--- config.mk ---
export PLATFORM = sky130hd
export DESIGN_NAME = id_ex_reg_flat
export DESIGN_NICKNAME = d
export VERILOG_FILES = /design/src/rtl/id_ex_reg_if.sv /design/src/rtl/id_ex_reg.sv /design/src/flat_wrapper.sv
export SDC_FILE = /design/constraint.sdc
export NUM_CORES = 1
export LEC_CHECK = 0
export ABC_AREA = 1
export CORE_AREA = 2 2 153 155
export DETAILED_ROUTE_END_ITERATION = 8
export DIE_AREA = 0 0 155 157
export PLACE_DENSITY = 0.82
export SLEW_MARGIN = 20
export SYNTH_ARGS = -nofsm -noshare
export SYNTH_HDL_FRONTEND = slang
export SYNTH_SLANG_ARGS = --single-unit
--- constraint.sdc ---
create_clock -name clk -period 2.75 [get_ports clk]
set_clock_uncertainty 0.2 [all_clocks]
set_input_delay 0.55 -clock clk [delete_from_list [all_inputs] [get_ports clk]]
set_output_delay 0.55 -clock clk [all_outputs]
set_load 0.05 [all_outputs]
--- src/rtl/id_ex_reg_if.sv ---
`default_nettype none
// ==========================================================================
// id_ex_reg_if : ID-side inputs and EX-side outputs of the ID/EX register
// Revision 1.0
// ==========================================================================
interface id_ex_reg_if #(
  parameter int DATA_WIDTH = 32,
  parameter int ADDR_WIDTH = 5,
  parameter int CTRL_WIDTH = 16,
  parameter int CNT_WIDTH  = 16
);
  logic                  i_stall;
  logic                  i_flush;
  logic                  i_valid;
  logic [DATA_WIDTH-1:0] i_pc;
  logic [DATA_WIDTH-1:0] i_imm;
  logic [ADDR_WIDTH-1:0] i_rs1_addr;
  logic [ADDR_WIDTH-1:0] i_rs2_addr;
  logic [ADDR_WIDTH-1:0] i_rd_addr;
  logic [DATA_WIDTH-1:0] i_rs1_data;
  logic [DATA_WIDTH-1:0] i_rs2_data;
  logic [CTRL_WIDTH-1:0] i_ctrl;
  logic                  i_wb_wen;
  logic [ADDR_WIDTH-1:0] i_wb_addr;
  logic [DATA_WIDTH-1:0] i_wb_data;

  logic                  o_valid;
  logic [DATA_WIDTH-1:0] o_pc;
  logic [DATA_WIDTH-1:0] o_imm;
  logic [ADDR_WIDTH-1:0] o_rs1_addr;
  logic [ADDR_WIDTH-1:0] o_rs2_addr;
  logic [ADDR_WIDTH-1:0] o_rd_addr;
  logic [DATA_WIDTH-1:0] o_rs1_data;
  logic [DATA_WIDTH-1:0] o_rs2_data;
  logic [CTRL_WIDTH-1:0] o_ctrl;
  logic [CNT_WIDTH-1:0]  o_stall_cnt;
  logic [CNT_WIDTH-1:0]  o_flush_cnt;

  modport master (
    output i_stall, i_flush, i_valid, i_pc, i_imm, i_rs1_addr, i_rs2_addr, i_rd_addr,
           i_rs1_data, i_rs2_data, i_ctrl, i_wb_wen, i_wb_addr, i_wb_data,
    input  o_valid, o_pc, o_imm, o_rs1_addr, o_rs2_addr, o_rd_addr,
           o_rs1_data, o_rs2_data, o_ctrl, o_stall_cnt, o_flush_cnt
  );

  modport slave (
    input  i_stall, i_flush, i_valid, i_pc, i_imm, i_rs1_addr, i_rs2_addr, i_rd_addr,
           i_rs1_data, i_rs2_data, i_ctrl, i_wb_wen, i_wb_addr, i_wb_data,
    output o_valid, o_pc, o_imm, o_rs1_addr, o_rs2_addr, o_rd_addr,
           o_rs1_data, o_rs2_data, o_ctrl, o_stall_cnt, o_flush_cnt
  );
endinterface
`default_nettype wire

--- src/rtl/id_ex_reg.sv ---
`default_nettype none
// ==========================================================================
// id_ex_reg : ID/EX pipeline register with WB bypass, stall/flush, counters
// Revision 1.0
// ==========================================================================
module id_ex_reg #(
  parameter int DATA_WIDTH = 32,
  parameter int ADDR_WIDTH = 5,
  parameter int CTRL_WIDTH = 16,
  parameter int CNT_WIDTH  = 16
) (
  input  logic        clk,
  input  logic        i_rst_n,
  id_ex_reg_if.slave  bus
);

  logic                  valid_q,    valid_d;
  logic [DATA_WIDTH-1:0] pc_q,       pc_d;
  logic [DATA_WIDTH-1:0] imm_q,      imm_d;
  logic [ADDR_WIDTH-1:0] rs1_addr_q, rs1_addr_d;
  logic [ADDR_WIDTH-1:0] rs2_addr_q, rs2_addr_d;
  logic [ADDR_WIDTH-1:0] rd_addr_q,  rd_addr_d;
  logic [DATA_WIDTH-1:0] rs1_data_q, rs1_data_d;
  logic [DATA_WIDTH-1:0] rs2_data_q, rs2_data_d;
  logic [CTRL_WIDTH-1:0] ctrl_q,     ctrl_d;
  logic [CNT_WIDTH-1:0]  stall_cnt_q, stall_cnt_d;
  logic [CNT_WIDTH-1:0]  flush_cnt_q, flush_cnt_d;

  // x0 writes never forward; the regfile ignores them too.
  logic wb_live;
  assign wb_live = bus.i_wb_wen && (bus.i_wb_addr != '0);

  always_comb begin
    valid_d    = valid_q;
    pc_d       = pc_q;
    imm_d      = imm_q;
    rs1_addr_d = rs1_addr_q;
    rs2_addr_d = rs2_addr_q;
    rd_addr_d  = rd_addr_q;
    rs1_data_d = rs1_data_q;
    rs2_data_d = rs2_data_q;
    ctrl_d     = ctrl_q;
    if (bus.i_flush) begin
      valid_d    = 1'b0;
      pc_d       = '0;
      imm_d      = '0;
      rs1_addr_d = '0;
      rs2_addr_d = '0;
      rd_addr_d  = '0;
      rs1_data_d = '0;
      rs2_data_d = '0;
      ctrl_d     = '0;
    end else if (bus.i_stall) begin
      // A held instruction must still see WB values that retire while it waits.
      if (valid_q && wb_live && (bus.i_wb_addr == rs1_addr_q)) rs1_data_d = bus.i_wb_data;
      if (valid_q && wb_live && (bus.i_wb_addr == rs2_addr_q)) rs2_data_d = bus.i_wb_data;
    end else begin
      valid_d    = bus.i_valid;
      pc_d       = bus.i_pc;
      imm_d      = bus.i_imm;
      rs1_addr_d = bus.i_rs1_addr;
      rs2_addr_d = bus.i_rs2_addr;
      rd_addr_d  = bus.i_rd_addr;
      ctrl_d     = bus.i_valid ? bus.i_ctrl : '0;
      if (bus.i_rs1_addr == '0)                           rs1_data_d = '0;
      else if (wb_live && (bus.i_wb_addr == bus.i_rs1_addr)) rs1_data_d = bus.i_wb_data;
      else                                                 rs1_data_d = bus.i_rs1_data;
      if (bus.i_rs2_addr == '0)                           rs2_data_d = '0;
      else if (wb_live && (bus.i_wb_addr == bus.i_rs2_addr)) rs2_data_d = bus.i_wb_data;
      else                                                 rs2_data_d = bus.i_rs2_data;
    end
  end

  always_comb begin
    stall_cnt_d = stall_cnt_q;
    flush_cnt_d = flush_cnt_q;
    if (bus.i_flush && (flush_cnt_q != '1))
      flush_cnt_d = flush_cnt_q + 1'b1;
    if (bus.i_stall && !bus.i_flush && (stall_cnt_q != '1))
      stall_cnt_d = stall_cnt_q + 1'b1;
  end

  always_ff @(posedge clk or negedge i_rst_n) begin
    if (!i_rst_n) begin
      valid_q    <= 1'b0;
      pc_q       <= '0;
      imm_q      <= '0;
      rs1_addr_q <= '0;
      rs2_addr_q <= '0;
      rd_addr_q  <= '0;
      rs1_data_q <= '0;
      rs2_data_q <= '0;
      ctrl_q     <= '0;
    end else begin
      valid_q    <= valid_d;
      pc_q       <= pc_d;
      imm_q      <= imm_d;
      rs1_addr_q <= rs1_addr_d;
      rs2_addr_q <= rs2_addr_d;
      rd_addr_q  <= rd_addr_d;
      rs1_data_q <= rs1_data_d;
      rs2_data_q <= rs2_data_d;
      ctrl_q     <= ctrl_d;
    end
  end

  always_ff @(posedge clk or negedge i_rst_n) begin
    if (!i_rst_n) begin
      stall_cnt_q <= '0;
      flush_cnt_q <= '0;
    end else begin
      stall_cnt_q <= stall_cnt_d;
      flush_cnt_q <= flush_cnt_d;
    end
  end

  assign bus.o_valid     = valid_q;
  assign bus.o_pc        = pc_q;
  assign bus.o_imm       = imm_q;
  assign bus.o_rs1_addr  = rs1_addr_q;
  assign bus.o_rs2_addr  = rs2_addr_q;
  assign bus.o_rd_addr   = rd_addr_q;
  assign bus.o_rs1_data  = rs1_data_q;
  assign bus.o_rs2_data  = rs2_data_q;
  assign bus.o_ctrl      = ctrl_q;
  assign bus.o_stall_cnt = stall_cnt_q;
  assign bus.o_flush_cnt = flush_cnt_q;

endmodule
`default_nettype wire

--- src/flat_wrapper.sv ---
// flat-port wrapper written by rule: the top's interface ports become plain ports
module id_ex_reg_flat 
#(
  parameter int DATA_WIDTH = 32,
  parameter int ADDR_WIDTH = 5,
  parameter int CTRL_WIDTH = 16,
  parameter int CNT_WIDTH  = 16
)
  (clk, i_rst_n, bus_i_stall, bus_i_flush, bus_i_valid, bus_i_pc, bus_i_imm, bus_i_rs1_addr, bus_i_rs2_addr, bus_i_rd_addr, bus_i_rs1_data, bus_i_rs2_data, bus_i_ctrl, bus_i_wb_wen, bus_i_wb_addr, bus_i_wb_data, bus_o_valid, bus_o_pc, bus_o_imm, bus_o_rs1_addr, bus_o_rs2_addr, bus_o_rd_addr, bus_o_rs1_data, bus_o_rs2_data, bus_o_ctrl, bus_o_stall_cnt, bus_o_flush_cnt);
  id_ex_reg_if #(.DATA_WIDTH(DATA_WIDTH), .ADDR_WIDTH(ADDR_WIDTH), .CTRL_WIDTH(CTRL_WIDTH), .CNT_WIDTH(CNT_WIDTH)) bus_i ();
  input  logic clk;
  input  logic i_rst_n;
  input wire logic [$bits(bus_i.i_stall)-1:0] bus_i_stall;
  input wire logic [$bits(bus_i.i_flush)-1:0] bus_i_flush;
  input wire logic [$bits(bus_i.i_valid)-1:0] bus_i_valid;
  input wire logic [$bits(bus_i.i_pc)-1:0] bus_i_pc;
  input wire logic [$bits(bus_i.i_imm)-1:0] bus_i_imm;
  input wire logic [$bits(bus_i.i_rs1_addr)-1:0] bus_i_rs1_addr;
  input wire logic [$bits(bus_i.i_rs2_addr)-1:0] bus_i_rs2_addr;
  input wire logic [$bits(bus_i.i_rd_addr)-1:0] bus_i_rd_addr;
  input wire logic [$bits(bus_i.i_rs1_data)-1:0] bus_i_rs1_data;
  input wire logic [$bits(bus_i.i_rs2_data)-1:0] bus_i_rs2_data;
  input wire logic [$bits(bus_i.i_ctrl)-1:0] bus_i_ctrl;
  input wire logic [$bits(bus_i.i_wb_wen)-1:0] bus_i_wb_wen;
  input wire logic [$bits(bus_i.i_wb_addr)-1:0] bus_i_wb_addr;
  input wire logic [$bits(bus_i.i_wb_data)-1:0] bus_i_wb_data;
  output wire logic [$bits(bus_i.o_valid)-1:0] bus_o_valid;
  output wire logic [$bits(bus_i.o_pc)-1:0] bus_o_pc;
  output wire logic [$bits(bus_i.o_imm)-1:0] bus_o_imm;
  output wire logic [$bits(bus_i.o_rs1_addr)-1:0] bus_o_rs1_addr;
  output wire logic [$bits(bus_i.o_rs2_addr)-1:0] bus_o_rs2_addr;
  output wire logic [$bits(bus_i.o_rd_addr)-1:0] bus_o_rd_addr;
  output wire logic [$bits(bus_i.o_rs1_data)-1:0] bus_o_rs1_data;
  output wire logic [$bits(bus_i.o_rs2_data)-1:0] bus_o_rs2_data;
  output wire logic [$bits(bus_i.o_ctrl)-1:0] bus_o_ctrl;
  output wire logic [$bits(bus_i.o_stall_cnt)-1:0] bus_o_stall_cnt;
  output wire logic [$bits(bus_i.o_flush_cnt)-1:0] bus_o_flush_cnt;
  assign bus_i.i_stall = bus_i_stall;
  assign bus_i.i_flush = bus_i_flush;
  assign bus_i.i_valid = bus_i_valid;
  assign bus_i.i_pc = bus_i_pc;
  assign bus_i.i_imm = bus_i_imm;
  assign bus_i.i_rs1_addr = bus_i_rs1_addr;
  assign bus_i.i_rs2_addr = bus_i_rs2_addr;
  assign bus_i.i_rd_addr = bus_i_rd_addr;
  assign bus_i.i_rs1_data = bus_i_rs1_data;
  assign bus_i.i_rs2_data = bus_i_rs2_data;
  assign bus_i.i_ctrl = bus_i_ctrl;
  assign bus_i.i_wb_wen = bus_i_wb_wen;
  assign bus_i.i_wb_addr = bus_i_wb_addr;
  assign bus_i.i_wb_data = bus_i_wb_data;
  assign bus_o_valid = bus_i.o_valid;
  assign bus_o_pc = bus_i.o_pc;
  assign bus_o_imm = bus_i.o_imm;
  assign bus_o_rs1_addr = bus_i.o_rs1_addr;
  assign bus_o_rs2_addr = bus_i.o_rs2_addr;
  assign bus_o_rd_addr = bus_i.o_rd_addr;
  assign bus_o_rs1_data = bus_i.o_rs1_data;
  assign bus_o_rs2_data = bus_i.o_rs2_data;
  assign bus_o_ctrl = bus_i.o_ctrl;
  assign bus_o_stall_cnt = bus_i.o_stall_cnt;
  assign bus_o_flush_cnt = bus_i.o_flush_cnt;
  id_ex_reg #(.DATA_WIDTH(DATA_WIDTH), .ADDR_WIDTH(ADDR_WIDTH), .CTRL_WIDTH(CTRL_WIDTH), .CNT_WIDTH(CNT_WIDTH)) u_core (.clk(clk), .i_rst_n(i_rst_n), .bus(bus_i));
endmodule
# After elaboration in Yosys (flattened, before gate mapping)
# Index checks and enable logic that the tools add are counted.
totals:
  output_inout_bits: 192
  ff_bits: 192
  word_cells: 60
classes:
  reduce_logical: 13
  n_eq_ne: 9
  addsub: 2
  muxes: 25
ops:
  columns: ["op", "count"]
  rows:
  - ["$mux W32", 14]
  - ["$mux W16", 3]
  - ["$add A16 B1 Y16 const B", 2]
  - ["$ne A16 B16 Y1 const B", 2]
  - ["$mux W5", 6]
  - ["$eq A5 B5 Y1", 4]
  - ["$logic_not A5 Y1", 2]
  - ["$logic_and A1 B1 Y1", 9]
  - ["$ne A3 B1 Y1 const B", 2]
  - ["$reduce_bool A5 Y1", 1]
  - ["$mux W1", 2]
  - ["$ne A2 B1 Y1 const B", 1]
  - ["$logic_not A1 Y1", 1]

# Depth between registers and ports, before layout
# Gate-level depths: netlist of the first run.
depth:
  ltp_word: 7
  ltp_mapped: 13
  ltp_nobuf: 11

# Worst setup path after synthesis of the first run
# OpenSTA, ideal clock, no wires.
synth_path:
  kind: "register -> register"
  startpoint: "register u_core.flush_cnt_q[1], in the netlist u_core.bus.o_flush_cnt[1]"
  endpoint: "register u_core.flush_cnt_q[5], in the netlist u_core.bus.o_flush_cnt[5]"
  setup_ns: 0.123
  synth_period_minus_slack_ns: 2.102
  slack_ns: 0.648
  t_arrival_ns: 1.779
  stages_incl_launch_ff: 11
  required_time_ns: 2.427
  path_cell_list: "dfrtp_1 ha_1 nand3_1 nor2_1 nand3_1 nand2_2 inv_1 nand2_1 nor2_1 nand2_1 nand2_1"
synth_between:
  elab_chain_cells: 2
  word_cells_on_any_way: 3
  cone_classes: "1 x add/sub; 1 x eq/ne; 1 x reduce/logical"
synth_rtl:
  columns: ["element", "line_no", "source"]
  rows:
  - ["start: declaration", "id_ex_reg.sv:27", "logic [CNT_WIDTH-1:0] flush_cnt_q, flush_cnt_d;"]
  - ["start signal: assignment", "id_ex_reg.sv:113", "flush_cnt_q <= flush_cnt_d;"]
  - ["parallel branches: the longest is 2 deep, another holds $add A16 B1 Y16", null, null]
# Parallel ways; which one is timed is not known.
# A chain may end at the register's enable or synchronous reset.

# Worst setup path in the final report of the first run
layout_path:
  startpoint: "register u_core.flush_cnt_q[4], in the netlist u_core.bus.o_flush_cnt[4]"
  endpoint: "output port bus_o_flush_cnt[4]"
layout_lines:
  columns: ["element", "line_no", "source"]
  rows:
  - ["end: declaration", "flat_wrapper.sv:37", "output wire logic [$bits(bus_i.o_flush_cnt)-1:0] bus_o_flush_cnt;"]
# No word-level cell between the ends.

==> results by group, run 1 <==
Clock network
  – TritonCTS clock tree: yes
  – CTS root buffer: sky130_fd_sc_hd__clkbuf_16
  – Num CTS Buffers: 17
  – Max H-tree Level: 4
  – Clock slew at reported path FFs: around 0.080 ns
  – Clock insertion delay at the later pin of the skew report: roughly 0.44 ns
  – Post-CTS repair timing setup buffer count: 0
  – Clock net sink count: about 190
  – Clock buffer depth: 2
  – Post-CTS Resized: 0

Synth
  – Post-synthesis net count: 1456
  – Seq cells post-synth: roughly 190
  – Number of library cell types mapped by synthesis: 27
  – Area share of the largest cell type after synthesis: between 40% and 50%
  – Dominant cell type by area after synthesis: sky130_fd_sc_hd__dfrtp_1
  – Average size of a mapped cell: between 8 and 9 µm²
  – Most common flop cell mapped by yosys: sky130_fd_sc_hd__dfrtp_1
  – Netlist area before placement: slightly above 0.01 mm²
  – Proportion of register bits with asynchronous set or reset after synthesis: 100%
  – EDFF count, synth: 0
  – Most area-consuming cells after synthesis: sky130_fd_sc_hd__dfrtp_1 (48%), sky130_fd_sc_hd__nand2_1 (12%), sky130_fd_sc_hd__nand3_1 (10%)
  – YS warnings: 0
  – Part of the Yosys area used for sequential elements: between 40% and 50%
  – Count of mapped cells out of synthesis: roughly 1300

Power and ir drop
  – Leakage dissipation: 7.23 nW
  – Power per standard cell area: between 500 and 600 mW/mm²
  – Worst IR Drop VDD: roughly 0.00046 V

Floorplan
  – Total die area: between 0.02 and 0.025 mm²
  – Initial core utilization: between 40% and 50%
  – Die X-Extent: ~160 µm
  – CORE AREA: between 0.02 and 0.025 mm²
  – Num ports: approximately 400
  – Die height: 157 µm
  – Rows: between 50 and 60

Placed design
  – Number of port buffers: 393
  – Final estimated routing congestion in global placement: about 0.91
  – Final HPWL from detailed placement: around 25000 µm
  – Cell count after placement: between 1500 and 2000

Critical path
  – Worst reg2reg startpoint: u_core.bus.o_flush_cnt[1]
  – Origin of the worst setup path: u_core.bus.o_flush_cnt[4]
  – Critical Path Source Type: flip-flop
  – Count of buffer and inverter cells on the critical path: 1
  – Element type at the critical path end: output port
  – Worst endpoint required time: 2.00 ns
  – Top cell family by delay on the critical path: buffers and inverters
  – Peak fanout along the critical path: 5
  – Largest stage delay, worst path: roughly 0.85 ns
  – Arrival time reported for the critical path endpoint: roughly 1.7 ns
  – Crit Path Category: reg2out
  – Chain of cells forming the critical path: clkdlybuf4s50_1
  – Crit-path slowest cell: sky130_fd_sc_hd__clkdlybuf4s50_1

Route
  – Drt pass-1 iters: 9
  – Average via count per standard cell: around 5.4
  – Initial DRC count: just under 800
  – Number of nets with antenna violations after detailed routing: 0
  – Residual DRC count: 0
  – Vias: around 10000
  – Post-detailed-routing wire length: between 30000 and 40000 µm
  – Routed length per placed instance: about 19 µm

Finish
  – Number of nets at the end of the flow: roughly 1800
  – Layout cell share with drive strength beyond 1: a little under 5%
  – Commonest cells after routing, fill and taps aside: sky130_fd_sc_hd__clkdlybuf4s50_1 (392), sky130_fd_sc_hd__nand2_1 (331), sky130_fd_sc_hd__nand3_1 (209), sky130_fd_sc_hd__dfrtp_1 (192), sky130_fd_sc_hd__inv_1 (129)
  – Final Instance Count excl. Fillers: approximately 1900
  – Layout overhead on the synthesized area: 48.2%
  – Core utilization of the finished layout: 66.5%
  – Fill cell count: approximately 1800
  – Commonest non-fill, non-tap cell in the layout: sky130_fd_sc_hd__clkdlybuf4s50_1

Status
  – Status: finished clean

Global route
  – Antenna violations before repair: 2
  – Grt ovf: 0
  – Number of global-route vias before repair: about 10000
  – Maximum number of pins on one net before global-route repair: 107
  – Wire length of the first global-routing pass: between 50000 and 60000 µm
  – Gr usage total: ~29%

Timing
  – Part of the cycle the worst path needs: between 90% and 100%
  – Fmax: around 400 MHz
  – Measured slew at the worst slew-check pin: between 0.6 and 0.7 ns
  – Final Max Slew Viols: 0
  – RSZ-0062 raised after global routing: false
  – Sum of negative setup slack: 0 ns
  – Post-layout min period: 2.49 ns
  – Final setup fails: 0
  – Slew HR: between 50% and 60%
  – Final Hold Fails: 0

Hold path
  – Start point of the worst min-delay path: u_core.bus.o_ctrl[3]
  – Path type of the worst min-delay path: reg2reg

Run
  – Max-cap violation count: 0
[sequential cells by signal, summed over array words and instances, names as in the netlist]
name                    flops
u_core.bus.o_flush_cnt     16
u_core.bus.o_pc            32
u_core.bus.o_rd_addr        5
u_core.bus.o_stall_cnt     16
u_core.bus.o_ctrl          16
u_core.bus.o_imm           32
u_core.bus.o_rs1_data      32
u_core.bus.o_rs1_addr       5
u_core.bus.o_rs2_data      32
u_core.bus.o_rs2_addr       5
u_core.bus.o_valid          1
[cells in the mapped netlist (3+ instances only)]
| master | count |
|---|---|
| sky130_fd_sc_hd__nor3_1 | 11 |
| sky130_fd_sc_hd__nand2_2 | 4 |
| sky130_fd_sc_hd__o21ai_0 | 45 |
| sky130_fd_sc_hd__a21oi_1 | 65 |
| sky130_fd_sc_hd__dfrtp_1 | 192 |
| sky130_fd_sc_hd__inv_1 | 129 |
| sky130_fd_sc_hd__inv_2 | 3 |
| sky130_fd_sc_hd__clkbuf_1 | 43 |
| sky130_fd_sc_hd__buf_4 | 4 |
| sky130_fd_sc_hd__a32o_1 | 16 |
| sky130_fd_sc_hd__nor2_1 | 30 |
| sky130_fd_sc_hd__nand4_1 | 4 |
| sky130_fd_sc_hd__xnor2_1 | 14 |
| sky130_fd_sc_hd__buf_2 | 34 |
| sky130_fd_sc_hd__nand3_1 | 209 |
| sky130_fd_sc_hd__nand2_1 | 331 |
| sky130_fd_sc_hd__buf_6 | 7 |
| sky130_fd_sc_hd__xor2_1 | 25 |
| sky130_fd_sc_hd__a22o_1 | 72 |
| sky130_fd_sc_hd__nor2_4 | 3 |
[where the power goes]
part	switching, mW	internal (mW)
clock	1.31	1.24
combinational	1.63	0.970
sequential	0.237	3.07
total	3.18	5.28
[cells by family after synthesis]
logic type               after synthesis  share of synthesized area, %
flip-flops                           192                          47.6
adder cells (fa/ha/maj)                2                         0.248
AND/OR/NAND/NOR                      600                          26.1
XOR/XNOR                              39                          3.39
buffers and inverters                221                          9.31
AO/OA/AOI/OAI                        198                          13.3
[final timing paths]
path                                                   to  slack [ns]  cells after the start
worst max-delay path                   bus_o_flush_cnt[4]        0.26                      1
worst min-delay path                 u_core.bus.o_ctrl[3]        0.29                      1
worst max register to register  u_core.bus.o_flush_cnt[5]        0.73                     10
worst min register to register       u_core.bus.o_ctrl[3]        0.29                      1
max in group asynchronous         u_core.bus.o_rd_addr[4]        1.24                      3
min in group asynchronous       u_core.bus.o_stall_cnt[9]        0.34                      2
[final cells by class]
cell class              instances  area (µm²)  share of cell area [%]
flip-flops and latches        192        4800                    32.1
repair buffers                421        4330                    28.9
diodes                          2        5.00                  0.0335
clock buffers                  17         425                    2.84
well taps                     285         357                    2.38
clock inverters                15         190                    1.27
inverters                     132         495                    3.31
multi-input cells             839        4350                    29.1
[routing by layer]
layer	GRT usage (%)	up-vias	part of all wire, %
li1	-	4824	-
met1	34.2	4849	37
met2	46.3	561	47
met3	8.62	107	9.6
met4	16.8	0	5.9
met5	0	-	0
[through the flow]
stage	setup slack (ns)	area [µm²]	hold WS (ns)	power, mW
finish	0.264	15000	0.292	8.46
floorplan	0.648	10100	0.0544	4.82
global placement	0.137	14300	0.237	5.91
detailed placement	0.142	14300	0.237	5.95
CTS	0.248	15000	0.297	8.52
global route	0.217	15000	0.310	8.80
[timing repair]
item	4_1_cts	5_1_grt
endpoints found under the hold margin	20	0
hold buffers	1	0
setup endpoints to repair	0	0
Note: power is estimated with default switching activity, not from simulation.
==> run 2, diff against run 1 <==
- ABC_AREA: 1 -> 0
- CORE_AREA: 2 2 153 155 -> 2 2 151 153
- DIE_AREA: 0 0 155 157 -> 0 0 153 155
- PLACE_DENSITY: 0.82 -> 0.81
==> results by group, run 2 <==
Floorplan
  – Die height: 155 µm (was 157 µm)
  – Total die area: 0.0237 mm² (was 0.0243 mm²)
  – Num ports: 394 (unchanged)
  – CORE AREA: 0.0222 mm² (was 0.0225 mm²)
  – Initial core utilization: 43.3% (was 44.8%)
  – Rows: 55 (unchanged)
  – Die X-Extent: 153 µm (was 155 µm)

Finish
  – Commonest non-fill, non-tap cell in the layout: sky130_fd_sc_hd__clkdlybuf4s50_1 (unchanged)
  – Fill cell count: 1729 (was 1817)
  – Post-route cell area: 0.0146 mm² (was 0.0150 mm²)
  – Commonest cells after routing, fill and taps aside: sky130_fd_sc_hd__clkdlybuf4s50_1 (390), sky130_fd_sc_hd__dfrtp_1 (192), sky130_fd_sc_hd__nand2_1 (172), sky130_fd_sc_hd__nor2_1 (151), sky130_fd_sc_hd__mux2i_1 (79) (was sky130_fd_sc_hd__clkdlybuf4s50_1 (392), sky130_fd_sc_hd__nand2_1 (331), sky130_fd_sc_hd__nand3_1 (209), sky130_fd_sc_hd__dfrtp_1 (192), sky130_fd_sc_hd__inv_1 (129))
  – Core utilization of the finished layout: 65.5% (was 66.5%)
  – Number of nets at the end of the flow: 1507 (was 1807)
  – Final Instance Count excl. Fillers: 1601 (was 1903)
  – Layout cell share with drive strength beyond 1: 7.45% (was 4.83%)
  – Layout overhead on the synthesized area: 51.1% (was 48.2%)
  – Diode count: 0 (was 2)

Clock network
  – Clock net sink count: 192 (unchanged)
  – Num CTS Buffers: 17 (unchanged)
  – Clock slew at reported path FFs: 0.08 ns (about the same)
  – Post-CTS repair timing setup buffer count: 0 (unchanged)
  – Max H-tree Level: 4 (unchanged)
  – CTS root buffer: sky130_fd_sc_hd__clkbuf_16 (unchanged)
  – Clock insertion delay at the later pin of the skew report: 0.43 ns (was 0.44 ns)
  – TritonCTS clock tree: yes (unchanged)
  – Clock buffer depth: 2 (unchanged)

Route
  – Initial DRC count: 478 (was 779)
  – Vias: 8556 (was 10341)
  – Average via count per standard cell: 5.34 (was 5.43)
  – Number of nets with antenna violations after detailed routing: 0 (unchanged)
  – Post-detailed-routing wire length: 30200 µm (was 35300 µm)
  – Routed length per placed instance: 18.9 µm (was 18.5 µm)
  – Drt pass-1 iters: 5 (was 9)
  – Residual DRC count: 0 (unchanged)

Global route
  – Maximum number of pins on one net before global-route repair: 89 (was 107)
  – Wire length of the first global-routing pass: 47500 µm (was 54500 µm)
  – Grt ovf: 0 (unchanged)
  – Gr usage total: 25.0% (was 28.7%)
  – Antenna violations before repair: 0 (was 2)
  – Number of global-route vias before repair: 8785 (was 10145)

Placed design
  – Cell count after placement: 1568 (was 1868)
  – Final estimated routing congestion in global placement: 0.834 (was 0.911)
  – Pre-CTS setup slack: -0.366 ns (was 0.142 ns)
  – Number of port buffers: 393 (unchanged)
  – Instance area at placement: 0.0139 mm² (was 0.0143 mm²)
  – Final HPWL from detailed placement: 22000 µm (was 25200 µm)

Synth
  – Netlist area before placement: 0.00963 mm² (was 0.0101 mm²)
  – Part of the Yosys area used for sequential elements: 49.9% (was 47.6%)
  – EDFF count, synth: 0 (unchanged)
  – Simple logic cell fraction of the synthesized area: 16.0% (was 26.2%)
  – Number of library cell types mapped by synthesis: 46 (was 27)
  – Complex-gate fraction of the synthesized area: 8.81% (was 13.3%)
  – Cell types with the highest counts after synthesis: sky130_fd_sc_hd__dfrtp_1 (192), sky130_fd_sc_hd__nand2_1 (172), sky130_fd_sc_hd__nor2_1 (151), sky130_fd_sc_hd__mux2i_1 (79), sky130_fd_sc_hd__a311oi_1 (64) (was sky130_fd_sc_hd__nand2_1 (331), sky130_fd_sc_hd__nand3_1 (209), sky130_fd_sc_hd__dfrtp_1 (192), sky130_fd_sc_hd__inv_1 (129), sky130_fd_sc_hd__a22o_1 (72))
  – Most area-consuming cells after synthesis: sky130_fd_sc_hd__dfrtp_1 (50%), sky130_fd_sc_hd__mux2i_1 (8.2%), sky130_fd_sc_hd__nand2_1 (6.7%) (was sky130_fd_sc_hd__dfrtp_1 (48%), sky130_fd_sc_hd__nand2_1 (12%), sky130_fd_sc_hd__nand3_1 (10%))
  – Post-synthesis net count: 1128 (was 1456)
  – Cell with the most instances after synthesis: sky130_fd_sc_hd__dfrtp_1 (was sky130_fd_sc_hd__nand2_1)
  – Share of synthesized cell area in full adder, half adder and majority cells: 0.260% (was 0.248%)
  – Seq cells post-synth: 192 (unchanged)
  – Xor and xnor area share after synthesis: 4.46% (was 3.38%)
  – Average size of a mapped cell: 10.4 µm² (was 8.06 µm²)
  – YS warnings: 0 (unchanged)
  – Dominant cell type by area after synthesis: sky130_fd_sc_hd__dfrtp_1 (unchanged)
  – Multiplexer share of the synthesized area: 16.3% (was 0%)
  – Most common flop cell mapped by yosys: sky130_fd_sc_hd__dfrtp_1 (unchanged)
  – Largest family of logic cells by synthesized area: multiplexers (was simple AND/OR/NAND/NOR gates)
  – Area share of the largest cell type after synthesis: 49.9% (was 47.6%)
  – Count of mapped cells out of synthesis: 924 (was 1252)
  – Proportion of register bits with asynchronous set or reset after synthesis: 100% (unchanged)

Timing
  – Measured slew at the worst slew-check pin: 1.04 ns (was 0.649 ns)
  – Final setup fails: 0 (unchanged)
  – Part of the cycle the worst path needs: 94.1% (was 90.4%)
  – Final Max Slew Viols: 0 (unchanged)
  – Worst Setup Slack, final: 0.161 ns (was 0.264 ns)
  – Post-layout min period: 2.59 ns (was 2.49 ns)
  – Slew HR: 30.1% (was 56.6%)
  – Final Hold Fails: 0 (unchanged)
  – Fmax: 386 MHz (was 402 MHz)
  – RSZ-0062 raised after global routing: false (unchanged)

Critical path
  – Crit-path slowest cell: sky130_fd_sc_hd__clkdlybuf4s50_1 (unchanged)
  – Arrival time reported for the critical path endpoint: 2.70 ns (was 1.74 ns)
  – Chain of cells forming the critical path: clkdlybuf4s50_1 > buf_4 > xnor2_1 > nand3_1 > nor4_4 > buf_4 > mux2_1 > a311oi_1 (was clkdlybuf4s50_1)
  – Element type at the critical path end: flip-flop (was output port)
  – Worst endpoint required time: 2.87 ns (was 2.00 ns)
  – Count of buffer and inverter cells on the critical path: 3 (was 1)
  – Peak fanout along the critical path: 10 (was 5)
  – Critical Path Source Type: input pin (was flip-flop)
  – Largest stage delay, worst path: 0.57 ns (was 0.85 ns)
  – Worst path most repeated cell: sky130_fd_sc_hd__buf_4
  – Crit Path Category: in2reg (was reg2out)
  – Top cell family by delay on the critical path: buffers and inverters (unchanged)

Status
  – Status: finished clean (unchanged)

Run
  – Max-cap violation count: 0 (unchanged)

Power and ir drop
  – Worst IR Drop VDD: 0.000747 V (was 0.000455 V)
  – Total power: 8.32 mW (was 8.46 mW)
  – Power per standard cell area: 572 mW/mm² (was 566 mW/mm²)
  – Leakage dissipation: 6.37 nW (was 7.23 nW)

Hold path
  – Path type of the worst min-delay path: in2reg (was reg2reg)
run 2: changes by cell type after synthesis, sizes merged, moves of 12 or more:
cell | previous run | this run
nand3 | 211 | 9
nand2 | 335 | 172
inv | 132 | 3
nor2 | 35 | 152
mux2i | 0 | 79
mux2 | 0 | 66
a311oi | 0 | 64
a21oi | 65 | 4
a22o | 72 | 16
o21ai | 45 | 2
a32o | 16 | 0
xnor2 | 14 | 27
clkbuf | 43 | 31
run 2: metrics by stage:
stage	setup TNS (ns)	hold slack [ns]
2_1_floorplan	0	0.0544
3_3_place_gp	-11.15	0.289
3_5_place_dp	-15.00	0.291
4_1_cts	0	0.180
5_1_grt	0	0.185
6_report	0	0.201
run 2: final timing paths:
check / startpoint / to / slack (ns) / cells past startpoint
min in group asynchronous: i_rst_n / u_core.bus.o_imm[23] / 0.46 / 2
min reg2reg: u_core.bus.o_flush_cnt[14] / u_core.bus.o_flush_cnt[14] / 0.30 / 1
max in group asynchronous: i_rst_n / u_core.bus.o_rs2_data[1] / 1.17 / 3
min: bus_i_flush / u_core.bus.o_imm[30] / 0.20 / 2
max reg2reg: u_core.bus.o_stall_cnt[0] / u_core.bus.o_stall_cnt[1] / 0.50 / 5
max: bus_i_wb_addr[3] / u_core.bus.o_rs2_data[20] / 0.16 / 8
run 2: worst reg2reg max path, cell delays in order, from the launching register on:
cell and delay (ns):
sky130_fd_sc_hd__dfrtp_1 0.47, sky130_fd_sc_hd__ha_1 0.28, sky130_fd_sc_hd__inv_1 0.09, sky130_fd_sc_hd__nor4_2 0.44, sky130_fd_sc_hd__a21oi_1 0.28, sky130_fd_sc_hd__mux2_1 0.38
run 2: metal layers:
metal	track usage (%)	part of all wire, %	up-vias
met5	0	0	-
met4	7.28	2.6	0
met1	30.4	39	4176
li1	-	-	3964
met2	43.1	50	372
met3	7.52	8.2	44
run 2: where the power goes:
part	internal [mW]	switching (mW)
clock network	1.25	1.27
logic	0.989	1.52
registers	3.06	0.225
total	5.30	3.02
run 2: kinds of logic after synthesis:
logic type / count (synthesis)
XOR/XNOR: 49
buffers and inverters: 72
AND/OR/NAND/NOR: 368
AO/OA/AOI/OAI: 96
flip-flops: 192
multiplexers: 145
adder cells (fa/ha/maj): 2
run 2: repair_timing:
item                                    4_1_cts  5_1_grt
hold buffers                                  1        0
endpoints found under the setup margin        0        1
endpoints found under the hold margin        60        0
resized for setup                             0        1
run 2: cell type report:
type | instances | area (µm²) | area share, %
Inverter | 3 | 11.3 | 0.0774
Multi-Input combinational cell | 660 | 4420 | 30.3
Timing Repair Buffer | 429 | 4360 | 30.0
Sequential cell | 192 | 4800 | 33.0
Clock buffer | 18 | 439 | 3.02
Clock inverter | 14 | 165 | 1.13
Tap cell | 285 | 357 | 2.45
